<file path="src/rtl/booth_mac_pkg.sv">
// rtl/booth_mac_pkg.sv - shared constants, sizing functions and radix-4 recoder for booth_mac_pipe
package booth_mac_pkg;

    localparam logic [1:0] MODE_MUL  = 2'b00;
    localparam logic [1:0] MODE_MAC  = 2'b01;
    localparam logic [1:0] MODE_LOAD = 2'b10;
    localparam logic [1:0] MODE_MSUB = 2'b11;

    typedef enum logic [1:0] {
        SEL_ZERO = 2'd0,
        SEL_A    = 2'd1,
        SEL_2A   = 2'd2
    } booth_sel_e;

    typedef struct packed {
        booth_sel_e sel;
        logic       neg;
    } booth_digit_t;

    function automatic int npp(input int w);
        return w / 2 + 1;
    endfunction

    function automatic int tree_depth(input int w);
        return $clog2(npp(w) + 1);
    endfunction

    function automatic int latency(input int w);
        return 4 + tree_depth(w);
    endfunction

    // Operand count entering tree level lvl (level 0 = partial products + correction).
    function automatic int tree_count(input int w, input int lvl);
        int n;
        n = npp(w) + 1;
        for (int i = 0; i < lvl; i++) begin
            n = (n + 1) / 2;
        end
        return n;
    endfunction

    function automatic booth_digit_t booth_recode(input logic [2:0] trip);
        booth_digit_t d;
        case (trip)
            3'b001, 3'b010: d = '{sel: SEL_A,    neg: 1'b0};
            3'b011:         d = '{sel: SEL_2A,   neg: 1'b0};
            3'b100:         d = '{sel: SEL_2A,   neg: 1'b1};
            3'b101, 3'b110: d = '{sel: SEL_A,    neg: 1'b1};
            default:        d = '{sel: SEL_ZERO, neg: 1'b0};
        endcase
        return d;
    endfunction

endpackage

</file>
<file path="src/rtl/booth_pp_sel.sv">
// rtl/booth_pp_sel.sv - registered radix-4 Booth digit selector producing one partial product
module booth_pp_sel
    import booth_mac_pkg::*;
#(
    parameter int PPW = 11
) (
    input  logic           clk,
    input  logic           en,
    input  logic [2:0]     trip,
    input  logic [PPW-1:0] a1,
    input  logic [PPW-1:0] a2,
    output logic [PPW-1:0] pp,
    output logic           neg
);

    booth_digit_t   dig;
    logic [PPW-1:0] mag;

    always_comb begin
        dig = booth_recode(trip);
        case (dig.sel)
            SEL_A:   mag = a1;
            SEL_2A:  mag = a2;
            default: mag = '0;
        endcase
    end

    // Negative digits emit the one's complement; the +1 rides in the correction vector.
    always_ff @(posedge clk) begin
        if (en) begin
            pp  <= dig.neg ? ~mag : mag;
            neg <= dig.neg;
        end
    end

endmodule

</file>
<file path="src/rtl/booth_mac_pipe.sv">
// rtl/booth_mac_pipe.sv - pipelined radix-4 Booth multiplier with signed accumulator and stall-able handshakes
module booth_mac_pipe
    import booth_mac_pkg::*;
#(
    parameter int WIDTH = 8,
    parameter int GUARD = 4
) (
    input  logic                      clk,
    input  logic                      rst,
    input  logic                      in_valid,
    output logic                      in_ready,
    input  logic [WIDTH-1:0]          a,
    input  logic [WIDTH-1:0]          b,
    input  logic [1:0]                sm,
    input  logic [1:0]                mode,
    output logic                      out_valid,
    input  logic                      out_ready,
    output logic [2*WIDTH-1:0]        p,
    output logic [2*WIDTH+GUARD-1:0]  acc,
    output logic                      ovf
);

    localparam int ACC_W = 2 * WIDTH + GUARD;
    localparam int PW    = 2 * WIDTH;
    localparam int PPW   = WIDTH + 3;
    localparam int NPP   = npp(WIDTH);
    localparam int NOPS  = NPP + 1;
    localparam int D     = tree_depth(WIDTH);
    localparam int LAT   = latency(WIDTH);

    logic adv;
    assign adv      = !out_valid || out_ready;
    assign in_ready = adv && !rst;

    // Slot control travels beside the datapath; vld[LAT-1] is the last tree level.
    logic [LAT-1:0] vld;
    logic [LAT-1:0] sx_q;
    logic [1:0]     mode_q [0:LAT-1];

    always_ff @(posedge clk) begin
        if (rst) begin
            vld <= '0;
        end else if (adv) begin
            vld <= {vld[LAT-2:0], in_valid && in_ready};
        end
    end

    always_ff @(posedge clk) begin
        if (adv) begin
            mode_q[0] <= mode;
            sx_q[0]   <= |sm;
            for (int s = 1; s < LAT; s++) begin
                mode_q[s] <= mode_q[s-1];
                sx_q[s]   <= sx_q[s-1];
            end
        end
    end

    logic [WIDTH-1:0] a_r;
    logic [WIDTH-1:0] b_r;
    logic [1:0]       sm_r;

    always_ff @(posedge clk) begin
        if (adv) begin
            a_r  <= a;
            b_r  <= b;
            sm_r <= sm;
        end
    end

    logic [WIDTH+1:0] a_ext;
    logic [PPW-1:0]   a1;
    logic [PPW-1:0]   a2;
    logic [PPW-1:0]   bx;

    assign a_ext = {{2{sm_r[1] & a_r[WIDTH-1]}}, a_r};

    // Both operands widened by two bits so unsigned inputs recode as non-negative signed values.
    always_ff @(posedge clk) begin
        if (adv) begin
            a1 <= {a_ext[WIDTH+1], a_ext};
            a2 <= {a_ext, 1'b0};
            bx <= {{2{sm_r[0] & b_r[WIDTH-1]}}, b_r, 1'b0};
        end
    end

    logic [PPW-1:0] pp [0:NPP-1];
    logic [NPP-1:0] neg;

    for (genvar i = 0; i < NPP; i++) begin : g_pp
        booth_pp_sel #(
            .PPW (PPW)
        ) u_sel (
            .clk  (clk),
            .en   (adv),
            .trip (bx[2*i+2:2*i]),
            .a1   (a1),
            .a2   (a2),
            .pp   (pp[i]),
            .neg  (neg[i])
        );
    end

    logic [PW-1:0] lvl [0:D][0:NOPS-1];
    logic [PW-1:0] cor;

    always_comb begin
        cor = '0;
        for (int i = 0; i < NPP; i++) begin
            cor[2*i] = neg[i];
        end
    end

    // All tree arithmetic is modulo 2^PW; the exact product always fits there.
    always_ff @(posedge clk) begin
        if (adv) begin
            for (int i = 0; i < NPP; i++) begin
                lvl[0][i] <= {{(PW-PPW){pp[i][PPW-1]}}, pp[i]} << (2 * i);
            end
            lvl[0][NPP] <= cor;
        end
    end

    for (genvar l = 1; l <= D; l++) begin : g_lvl
        localparam int N = tree_count(WIDTH, l - 1);
        for (genvar j = 0; j < (N + 1) / 2; j++) begin : g_node
            if (2 * j + 1 < N) begin : g_add
                always_ff @(posedge clk) begin
                    if (adv) begin
                        lvl[l][j] <= lvl[l-1][2*j] + lvl[l-1][2*j+1];
                    end
                end
            end else begin : g_pass
                always_ff @(posedge clk) begin
                    if (adv) begin
                        lvl[l][j] <= lvl[l-1][2*j];
                    end
                end
            end
        end
    end

    logic [PW-1:0]    sum;
    logic [ACC_W-1:0] pe;
    logic [ACC_W-1:0] add_r;
    logic [ACC_W-1:0] sub_r;
    logic             add_ovf;
    logic             sub_ovf;

    assign sum = lvl[D][0];

    always_comb begin
        pe      = sx_q[LAT-1] ? {{GUARD{sum[PW-1]}}, sum} : {{GUARD{1'b0}}, sum};
        add_r   = acc + pe;
        sub_r   = acc - pe;
        add_ovf = (acc[ACC_W-1] == pe[ACC_W-1]) && (add_r[ACC_W-1] != acc[ACC_W-1]);
        sub_ovf = (acc[ACC_W-1] != pe[ACC_W-1]) && (sub_r[ACC_W-1] != acc[ACC_W-1]);
    end

    always_ff @(posedge clk) begin
        if (rst) begin
            out_valid <= 1'b0;
            p         <= '0;
            acc       <= '0;
            ovf       <= 1'b0;
        end else if (adv) begin
            out_valid <= vld[LAT-1];
            if (vld[LAT-1]) begin
                p <= sum;
                case (mode_q[LAT-1])
                    MODE_MAC: begin
                        acc <= add_r;
                        ovf <= ovf | add_ovf;
                    end
                    MODE_LOAD: begin
                        acc <= pe;
                        ovf <= 1'b0;
                    end
                    MODE_MSUB: begin
                        acc <= sub_r;
                        ovf <= ovf | sub_ovf;
                    end
                    default: begin
                        acc <= acc;
                    end
                endcase
            end
        end
    end

endmodule

</file>
<file path="config.mk">
export PLATFORM = sky130hd
export DESIGN_NAME = booth_mac_pipe
export DESIGN_NICKNAME = d
export VERILOG_FILES = /design/src/rtl/booth_mac_pkg.sv /design/src/rtl/booth_pp_sel.sv /design/src/rtl/booth_mac_pipe.sv
export SDC_FILE = /design/constraint.sdc
export NUM_CORES = 1
export LEC_CHECK = 0
export ABC_AREA = 1
export CORE_MARGIN = 3
export CORE_UTILIZATION = 50
export CTS_BUF_LIST = sky130_fd_sc_hd__clkbuf_16
export DETAILED_ROUTE_END_ITERATION = 10
export GPL_TIMING_DRIVEN = 0
export HOLD_SLACK_MARGIN = 0.1
export PLACE_DENSITY = 0.7
export SYNTH_ARGS = -nofsm -noshare
export SYNTH_HDL_FRONTEND = slang
export SYNTH_SLANG_ARGS = --single-unit
</file>
<file path="constraint.sdc">
create_clock -name clk -period 20.1 [get_ports clk]
set_input_delay 6.03 -clock clk [delete_from_list [all_inputs] [get_ports clk]]
set_output_delay 6.03 -clock clk [all_outputs]
set_load 0.1 [all_outputs]
</file>
==> metrics.txt <==
register area share after synthesis=56.18%; Nets=1666; hold depth=0; Bufs on Longest Clock Path=3; Max rail drop VDD=slightly below 0.08 mV; port bufs=62; core area=28940 µm²; minimum clock period=roughly 14 ns; Max transition margin=around a third; final WL=between 30000 and 40000 µm; starting density of the core=51.17%; Antenna diodes=0; Slew @ Worst Pin=0.9813 ns; clk root buf=clkbuf_16; drc violations=0; crit path capture type=output port; critical path arrival=7.99 ns; H-tree levels=2; Mapped Nets=1566; Final setup viols=0; Post-Synthesis Cells=1447; DP Cell Count=1895; CP Launch Type=input port; Worst EP required=14.07 ns; Crit Reg-Reg Endpoint=acc[16]; # clock sinks=roughly 290; non-filler cells in the finished layout=1956; first-pass GRT wire length=approximately 52000 µm; FP Rows=62; synthesized area=14810 µm²; worst r2r src=lvl[3][55]; Slew Limit Fails=0; initial antenna violation count=0; Synth area leaders=edfxtp_1 (50%), ha_1 (7.6%), nand2_1 (6.3%); Post-CTS Resized=0; dominant cell type by area after synthesis=edfxtp_1; Post-CTS Hold Fix Bufs=0; hold path endpoint=mode_q[4][0]; DP HPWL=about 25000 µm; Final GP Congestion=0.9475; GRT Residual Overflow=0; Setup WS pre-CTS=between 6 and 7 ns; clk_skew=~0.013 ns; status=completed; ys async rst share=0%; most frequent cells after synthesis=nand2_1 (249), edfxtp_1 (247), inv_1 (160), a21oi_1 (125), nor2_1 (124); Top Ports=63; Fin. Hold Viols=0; DR pass1 iterations=5; clk_lat worst skew=0.51 ns; Yosys reg bits=292; flop2flop setup slack=around 17 ns; fraction of layout cells with a size suffix above 1=between 7 and 8%; fill count=2407; Die H=178.1 µm; setup ws final=6.079 ns; wire per inst=16.89 µm; DIE AREA=31710 µm²; CTS Buf Count=34; number of global-route vias before repair=9833; crit path max fanout=10; area delta synth->final=15.23%; Setup TNS=0 ns; hold slack=0.4129 ns; share of the synthesized area in the top cell type=between 50% and 60%; Tcrit/Tclk final=69.76%; antenna viol nets, final=0; LEAKAGE=about 7.5 nW; Die Width=178.1 µm; Power Total=0.001991 W; DR vias/cell=5.258; Hold Crit Class=reg -> reg; syn avg cell area=10.23 µm²; cell with the most instances after synthesis=nand2_1; Iter 0 DRT Violations=662; Worst-path clk slew=0.06 ns; maximum clock rate=71.32 MHz; R2R cell count=15; Post-synth EDFFs=247; Syn. warnings=0; MaxCap Viol Count=0; Hold Path Origin=mode_q[3][0]; DR vias=10280; largest net degree at the start of global routing=approximately 110; synth unique cells=46; Pwr Density=116.7 nW/µm²; # Post-CTS Setup Buffers=0; critical path type=in -> out; CTS tree=yes; ys flop type=edfxtp_1; GRT Util Overall=21.12%; RSZ-0062 raised after global routing=false
==> worst max-delay path: stages <==
cell	delay, ns
clkdlybuf4s50_1	0.45
nor2_1	0.07
buf_2	0.18
nor2_1	0.11
clkdlybuf4s50_1	1.15
==> placed cells by master (no fill, tap or decap), types with 11 or more instances in the layout <==
master           netlist  layout
a21oi_1              125     125
buf_6                 13      13
clkbuf_16              0      34
clkdlybuf4s50_1        0      62
dfxtp_1               45      45
edfxtp_1             247     247
ha_1                  90      90
inv_1                160     168
inv_2                 10      11
nand2_1              249     249
nand3_1               60      60
nor2_1               124     124
o21ai_0               89      89
o22ai_1               18      18
xnor2_1               24      24
xor2_1                60      60
==> where the power goes <==
| group | leakage, nW | switching (W) | internal (W) |
|---|---|---|---|
| clock | 0.559 | 0.000243 | 0.000351 |
| combinational | 3.87 | 0.000348 | 0.000202 |
| sequential | 3.04 | 0.0000532 | 0.000794 |
==> state kept, by name (all words and copies together) (netlist names) <==
register	count
mode_q	14
a2	9
bx	9
sm_r	2
p	16
g_pp.u_sel.pp	48
acc	20
vld	7
b_r	8
ovf	1
sx_q	7
out_valid	1
lvl	137
g_pp.u_sel.neg	5
a_r	8
==> how the worst max path moves through the flow <==
stage	slack [ns]	depth (start not counted)	end	from
floorplan	6.57	3	in_ready	out_ready
global placement	4.21	4	b_r[1]	out_ready
detailed placement	6.07	5	in_ready	out_ready
CTS	6.07	5	in_ready	out_ready
global route	6.01	5	in_ready	out_ready
finish	6.08	5	in_ready	out_ready
==> stage by stage <==
| stage | utilization, % | area [µm²] |
|---|---|---|
| global route | 58.96 | 17060 |
| global placement | 54.98 | 15910 |
| floorplan | - | 14810 |
| CTS | 58.96 | 17060 |
| finish | 58.96 | 17060 |
| detailed placement | 55.18 | 15970 |
==> cells by family after synthesis <==
kind of cell / synth area share, %
xor gates and xnor gates: 4.969
DFF: 56.18
AOI/OAI and AO/OA: 11.26
and+or+nand+nor: 13.28
buffers and inverters: 6.033
adders and majority gates: 8.281
==> cell type report <==
type	instances	area, µm²	share of cell area (%)
clock buffers	34	850.8	4.987
flip-flops and latches	292	8318	48.75
clock inverters	27	242.7	1.423
inverters	174	658.1	3.857
plain buffers	34	240.2	1.408
well taps	384	480.5	2.816
multi-input cells	947	5595	32.80
repair buffers	64	675.6	3.960
==> per-layer routing <==
metal  GRT usage, %  vias up  wire, µm
li1               -     5169         -
met1          25.05     4795     13540
met2          38.99      256     17060
met3          3.406       64      1496
met4          6.741        0       948
met5              0        -         0
(Power assumes the default switching activity.)
==> edit: new RTL, same flow settings <==
Add an input register stage for `mode`, without a reset; this delays it by one clock. The other inputs are not delayed to match.
--- a/src/rtl/booth_mac_pipe.sv
+++ b/src/rtl/booth_mac_pipe.sv
@@ -30,2 +30,8 @@
 
+    logic [1:0] mode_r;
+
+    always_ff @(posedge clk) begin
+        mode_r <= mode;
+    end
+
     logic adv;
@@ -49,3 +55,3 @@
         if (adv) begin
-            mode_q[0] <= mode;
+            mode_q[0] <= mode_r;
             sx_q[0]   <= |sm;
Function: changed (Yosys sat finds a counterexample within 10 cycles, from zero or initial values and one cycle with rst high).
==> edit against the unedited design <==
Cell area shrank 1.1%; via count grew 0.79%; sequential cell count grew 2; sequential power grew 0.5%; largest power group unchanged; clock power shrank 12%; cell count shrank 0.82%; power shrank 3.9%; global-route usage grew 0.25 points; synthesized area shrank 0.25%; largest cell class unchanged; wire length grew 1.6%; worst setup slack gained 0.0016 ns; register-to-register slack gained 0.07 ns.
==> edit: results (changes against the unedited design) <==
Status
  – Status: completed (unchanged)

Place
  – Cell area after placement: 0.0159 mm2 (was 0.0160 mm2)
  – Final Wtd Congestion: 0.918 (was 0.948)
  – Placed insts: 1884 (was 1895)
  – Dpl hpwl: 25100 um (was 24700 um)
  – Place WS: 6.07 ns (about the same)

Setup path
  – Cell family with most CP delay: buffers and inverters (unchanged)
  – Max Fanout on Critical Path: 10 (unchanged)
  – Critical path arrival: 7.99 ns (about the same)
  – Crit path launch: out_ready (unchanged)
  – RR Startpoint: lvl[3][64] (was lvl[3][55])
  – Crit-path max cell delay: 1.14 ns

Clock network
  – H-tree levels: 1 (was 2)
  – Setup bufs post-CTS: 0 (unchanged)
  – Clk slew on worst S/H paths: 0.06 ns (about the same)
  – Insertion delay to the later sink of the worst-skew pair: 0.57 ns (was 0.51 ns)
  – CTS root buffer: clkbuf_16 (unchanged)
  – Clock buffer depth: 3 (unchanged)
  – CTS buffer count: 31 (was 34)

Logic synthesis
  – Post-synth top cells: edfxtp_1, nand2_1, inv_1 (was nand2_1, edfxtp_1, inv_1)
  – Number of enable flip-flop cells after synthesis: 247 (unchanged)
  – Seq/Total Area, Yosys: 56.6% (was 56.2%)
  – Ys async rst share: 0% (unchanged)
  – Avg Inst Size Synth: 10.3 um2 (was 10.2 um2)
  – Post-synthesis xor/xnor area fraction: 5.10% (was 4.97%)
  – Post-synthesis net count: 1555 (was 1566)
  – Adder-cell share of the synthesized area: 8.30% (was 8.28%)
  – Top post-synthesis cells by area: edfxtp_1, ha_1, dfxtp_1 (was edfxtp_1, ha_1, nand2_1)
  – Distinct cells, synth: 46 (unchanged)
  – Mux cell area share after synthesis: 0% (unchanged)
  – Compound-gate portion of the synthesized area: 11.8% (was 11.3%)

Final layout
  – Layout fillers: 2442 (was 2407)
  – Final nets: 1652 (was 1666)
  – Share of cells above drive strength 1: 6.04% (was 7.12%)
  – Biggest regs: lvl x137, g_pp.u_sel.pp x48, acc x20 (unchanged)
  – Antenna cells: 0 (unchanged)
  – Design Area, Final: 0.0169 mm2 (was 0.0171 mm2)

STA
  – Slew @ Worst Pin: 0.982 ns (was 0.981 ns)
  – Skew final: 0.0144 ns (was 0.0132 ns)

Route
  – Wire per inst: 17.3 um (was 16.9 um)
  – Via count: 10.4k (was 10.3k)
  – DRT Wirelength: 33600 um (was 33000 um)
  – DR pass1 iterations: 5 (unchanged)
  – Initial DRC count: 752 (was 662)

Global routing
  – Tot GR Track Use: 21.4% (was 21.1%)
  – Largest net degree at the start of global routing: 113 (unchanged)
  – First-pass GRT wire length: 52900 um (was 51800 um)
  – Vias in the first global route: 9923 (was 9833)
  – Initial antenna violation count: 0 (unchanged)

Hold path
  – HP Class: flip-flop to flip-flop (unchanged)
  – Worst Hold Launch: mode_r[1] (was mode_q[3][0])

Power and ir drop
  – Pleak: 0.00735 uW (was 0.00746 uW)
  – Max IR drop VDD: 0.0751 mV (was 0.0791 mV)
-- edit: cell count changes in the layout (fill, tap and decap cells not counted), moves of 4 or more --
cell / unedited run / this run
nand2_2: 6 / 1
o21ai_1: 10 / 3
nand2_1: 249 / 232
buf_4: 1 / 6
o21ai_0: 89 / 97
o21bai_1: 7 / 11
buf_6: 13 / 5
-- edit: area by class of cell --
class	instances	area share [%]
sequential	294	49.5
multi-input combinational	937	33.0
clock buffer	31	4.60
timing repair buffer	64	4.01
inverter	171	3.83
tap	384	2.85
buffer	34	1.19
clock inverter	25	0.964
-- edit: per-layer routing --
metal | up-vias | global-route usage (%) | wire length [um]
met3 | 81 | 3.74 | 2180
li1 | 5158 | - | -
met2 | 303 | 34.9 | 15600
met1 | 4823 | 28.7 | 14500
met4 | 0 | 7.89 | 1260
met5 | - | 0 | 0
-- edit: final timing paths --
kind,endpoint,slack (ns),cells after the start
setup / recovery,in_ready,6.08,5
hold / removal,mode_q[0][1],0.40,0
setup reg to reg,acc[18],17.54,12
hold reg to reg,mode_q[0][1],0.40,0
-- edit: worst register-to-register path, cell delays in order (launching register included) --
cell	delay [ns]
edfxtp_1	0.42
inv_1	0.13
ha_1	0.24
buf_4	0.17
a21oi_1	0.35
a21boi_2	0.29
nand3_1	0.26
nand2_1	0.18
nand3b_1	0.09
nand3_1	0.11
nand2_1	0.07
nor2_1	0.11
nor2_1	0.04
-- edit: power breakdown --
part           switching, uW  internal, uW  total (uW)
clock network            228           293         521
logic                    348           192         541
registers               52.6           798         851
total                    629          1280        1910
-- edit: logic make-up (layout without fill, tap and decap cells) --
logic type                 after synthesis  count (layout)
AOI/OAI and AO/OA                      307             307
buffers and inverters                  205             325
xor gates and xnor gates                86              86
and+or+nand+nor                        449             449
adders and majority gates               95              95
DFF                                    294             294
